### config.mk
export PLATFORM = sky130hd
export DESIGN_NAME = sipo_rx8
export DESIGN_NICKNAME = d
export VERILOG_FILES = /design/src/rtl/sipo_rx8.sv
export SDC_FILE = /design/constraint.sdc
export NUM_CORES = 1
export LEC_CHECK = 0
export CAP_MARGIN = 5
export CORE_MARGIN = 2
export CORE_UTILIZATION = 45
export CTS_CLUSTER_SIZE = 40
export DETAILED_ROUTE_END_ITERATION = 6
export HOLD_SLACK_MARGIN = 0.06
export PLACE_DENSITY = 0.75
export SLEW_MARGIN = 5
export SYNTH_ARGS = -nofsm -noshare
export SYNTH_HDL_FRONTEND = slang
export SYNTH_SLANG_ARGS = --single-unit
### constraint.sdc
create_clock -name clk -period 1.8 [get_ports clk]
set_input_delay 0.36 -clock clk [delete_from_list [all_inputs] [get_ports clk]]
set_output_delay 0.36 -clock clk [all_outputs]
set_load 0.05 [all_outputs]
### src/rtl/sipo_rx8.sv
// Serial-to-parallel receiver: collects WIDTH bits over a valid/ready input
// handshake and presents the word plus its OR-reduction on a valid/ready output.
module sipo_rx8 #(
  parameter int WIDTH     = 8,
  parameter bit MSB_FIRST = 1'b0
) (
  input  logic                       clk,
  input  logic                       rst,
  input  logic                       clear,
  input  logic                       in_bit,
  input  logic                       in_valid,
  output logic                       in_ready,
  output logic [WIDTH-1:0]           out_data,
  output logic                       out_valid,
  input  logic                       out_ready,
  output logic                       out_any,
  output logic [$clog2(WIDTH):0]     bit_count
);

  localparam int CW = $clog2(WIDTH) + 1;

  typedef enum logic {COLLECT, HOLD} state_t;

  state_t           state;
  logic [WIDTH-1:0] shreg;
  logic [WIDTH-1:0] next_word;
  logic             accept;
  logic             last_bit;

  function automatic logic [WIDTH-1:0] shift_in(input logic [WIDTH-1:0] r, input logic b);
    if (MSB_FIRST)
      return {r[WIDTH-2:0], b};
    else
      return {b, r[WIDTH-1:1]};
  endfunction

  // HOLD only frees the input side when the consumer takes the word this cycle.
  assign in_ready  = (state == COLLECT) | out_ready;
  assign accept    = in_valid & in_ready & ~clear;
  assign last_bit  = (bit_count == CW'(WIDTH - 1));
  assign next_word = shift_in(shreg, in_bit);

  always_ff @(posedge clk or posedge rst) begin
    if (rst) begin
      state     <= COLLECT;
      shreg     <= '0;
      bit_count <= '0;
      out_data  <= '0;
      out_valid <= 1'b0;
      out_any   <= 1'b0;
    end else begin
      case (state)
        COLLECT: begin
          if (clear) begin
            shreg     <= '0;
            bit_count <= '0;
          end else if (accept) begin
            if (last_bit) begin
              out_data  <= next_word;
              out_any   <= |next_word;
              out_valid <= 1'b1;
              shreg     <= '0;
              bit_count <= '0;
              state     <= HOLD;
            end else begin
              shreg     <= next_word;
              bit_count <= bit_count + CW'(1);
            end
          end
        end
        HOLD: begin
          if (clear) begin
            shreg     <= '0;
            bit_count <= '0;
          end
          if (out_ready) begin
            out_valid <= 1'b0;
            state     <= COLLECT;
            // shreg is already zero here, so this starts the next word
            if (accept) begin
              shreg     <= next_word;
              bit_count <= CW'(1);
            end
          end
        end
        default: state <= COLLECT;
      endcase
    end
  end

endmodule

==> implementation parameters <==
Parameter                              Value

Outcome
  Run status ... finished, final reports clean

Layout
  P&R area growth vs syn ... 28.1%
  Most common cell after layout, fill and taps aside ... dfrtp_1
  Footprint of the flip-flops and latches ... 551 um2
  Nets ... 110
  Antenna cells ... 0
  Final cell utilization of the core ... 59.5%
  Commonest non-fill, non-tap cells in the layout ... dfrtp_1 (22), buf_4 (20), mux2_4 (8)
  Share of layout cells above drive strength 1 ... 40.2%
  Fillcell total ... 166
  Non-filler cells, final ... 130
  Design area ... 0.00128 mm2
  Combined area of the multi-input logic cells ... 425 um2

Synthesis
  Number of warnings issued by yosys ... 0
  Post-synthesis instance area ... 998 um2
  Syn avg cell area ... 13.7 um2
  Post-Synthesis Net Count ... 80
  Most instantiated flip-flop cell in the synthesis netlist ... dfrtp_1
  Number of flops mapped to enable cells by yosys ... 0
  Distinct cell type count of the synthesized netlist ... 27
  Cell count after synthesis ... 73
  Share of flip-flops with an asynchronous set or reset after synthesis ... 100%
  Sequential fraction of the synthesis area ... 55.1%
  Synthesized flop and latch total ... 22

Global routing
  Total global routing overflow ... 0
  Maximum number of pins on one net before global-route repair ... 23
  Via count of the first global-routing pass ... 637
  Initial antenna violation count ... 0
  Global-route usage over all layers ... 15.7%
  Global-route wire length before repair ... 3040 um

Routing
  Met2 Routed Length ... 817 um
  Detailed-routed wire length on met3 ... 57 um
  Initial drt markers ... 13
  Routed wirelength normalized by instance count ... 14.3 um
  Met1 routed wirelength after detailed routing ... 953 um
  Number of routed nets with antenna violations ... 0
  Via density per instance ... 5.44
  Number of iterations in the first detailed-routing pass ... 4
  Post-Route WL ... 1860 um
  Total DRC errors in the routed layout ... 0
  Via total after detailed routing ... 707
  Uppermost metal layer occupied by signal nets ... met4

Clocking
  TritonCTS clock tree ... yes
  Hold buffer count at cts ... 0
  Worst-path clk slew ... 0.12 ns
  Worst-skew pair later-pin latency ... 0.31 ns
  Clock tree buffer depth ... 2
  Total number of H-tree levels ... 1
  # clock sinks ... 22
  CTS root buffer ... clkbuf_4
  Post-CTS setup-driven buffer insertion count ... 0
  Resized cells post-CTS ... 0
  Total clock buffers created by CTS ... 3

STA
  Setup repair after global routing missed its margin ... no
  # setup viols final ... 0
  Post-layout worst setup margin ... 0.158 ns
  Ratio of final minimum period to clock period ... 91.2%
  Worst-case hold slack ... 0.378 ns
  Slew Limit Fails ... 0
  Post-route clock skew ... 0.00208 ns
  Normalized max-slew margin ... 76.2%
  Transition time at the pin with the least slew margin ... 0.357 ns
  Final Critical Period ... 1.64 ns
  Total count of hold-check failures in the final report ... 0
  Final setup TNS ... 0 ns
  Maximum clock frequency ... 609 MHz

Place
  Final estimated routing congestion in global placement ... 0.776
  Worst slack, placed ... -0.0727 ns
  Standard cell area after detailed placement ... 0.00124 mm2
  Half-perimeter wire length after placement ... 1350 um
  Number of cells in the design after placement ... 126
  Number of I/O port buffers ... 20

Power and ir drop
  Peak supply drop ... 0.000319 V
  Leakage power summed over all cells ... 0.667 nW
  Total power after layout ... 0.871 mW
  Clock network fraction of design power ... 31.3%
  Pwr per Cell Area ... 681 mW/mm2
  Sw Ratio ... 24.1%
  Share of total power in combinational logic ... 10.1%
  Sequential power share ... 58.5%
  Switching pwr ... 0.210 mW
  Internal portion of total power ... 0.661 mW

Die
  Starting density of the core ... 46.5%
  Floorplan row count ... 17
  Die H ... 51.1 um
  Floorplan Core Area ... 0.00215 mm2
  Number of top-level design ports ... 21
  DIE AREA ... 0.00261 mm2
  Die width ... 51.1 um

Worst hold path
  Type of the worst min-delay path ... input pin to async pin

Worst setup path
  Setup CP Type ... input pin to output port
  Slowest cell on the critical path ... clkdlybuf4s50_1
  CP startpoint kind ... input pin
  Largest driver fanout on the critical path ... 3
  CP required ... 1.44 ns
  Chain of cells forming the critical path ... clkdlybuf4s50_1 -> and2b_1 -> inv_2 -> buf_12
  Arrival time reported for the critical path endpoint ... 1.28 ns
  Highest cell delay on the worst timing path ... 0.47 ns
  CP endpoint kind ... output port

Run
  Max Cap Viol ... 0
[routing by layer]
layer	GRT usage [%]	up-vias
li1	-	332
met1	24.0	353
met2	21.6	17
met3	1.75	5
met4	8.11	0
met5	0	-
[synth_stat cells (all sizes together) (2+ instances only)]
cell    number  area share, %
o21ai        3            1.5
dfrtp       22             55
nand2        6            2.3
inv          3            1.1
nor4         3            2.5
nand3b       2            1.5
nand3        2            1.0
a22o         7            6.1
mux2         9             13
a21oi        3            1.9
[cells by family after synthesis]
logic type	Yosys count	synth area share, %
DFF	22	55.1
and+or+nand+nor	20	13.7
AOI/OAI and AO/OA	17	14.5
muxes	9	13.2
buffers and inverters	4	2.26
adders and majority gates	1	1.25
[critical path, delay by kind of cell]
kind / cells / cell delay, ns
buffers and inverters: 3 / 0.71
and+or+nand+nor: 1 / 0.21
[power groups by stage]
stage               registers [mW]  logic, mW  clock network (mW)
floorplan                    0.534     0.0336                   0
global placement             0.519     0.0881                   0
detailed placement           0.519     0.0887                   0
CTS                          0.510     0.0891               0.281
global route                 0.512     0.0967               0.299
finish                       0.510     0.0884               0.273
[final timing paths]
| kind | from | depth (start not counted) | end | slack [ns] |
|---|---|---|---|---|
| hold reg to reg | out_valid | 2 | out_valid | 0.49 |
| setup / recovery | out_ready | 4 | in_ready | 0.16 |
| setup reg to reg | bit_count[0] | 5 | out_data[5] | 0.19 |
| hold / removal | rst | 3 | bit_count[0] | 0.38 |
| max in group asynchronous | rst | 3 | out_data[3] | 1.21 |
| min in group clk | out_valid | 2 | out_valid | 0.49 |
[layout make-up]
class                           count  share of cell area (%)
Multi-Input combinational cell     47                    33.3
Sequential cell                    22                    43.1
Inverter                            3                   0.881
Timing Repair Buffer               26                    17.2
Clock buffer                        4                    2.84
Tap cell                           28                    2.74
[state kept, by name, summed over array words and instances, names as in the netlist]
signal / cells
state: 1
shreg: 7
out_valid: 1
out_data: 8
out_any: 1
bit_count: 4
Note: power is estimated with default switching activity, not from simulation.
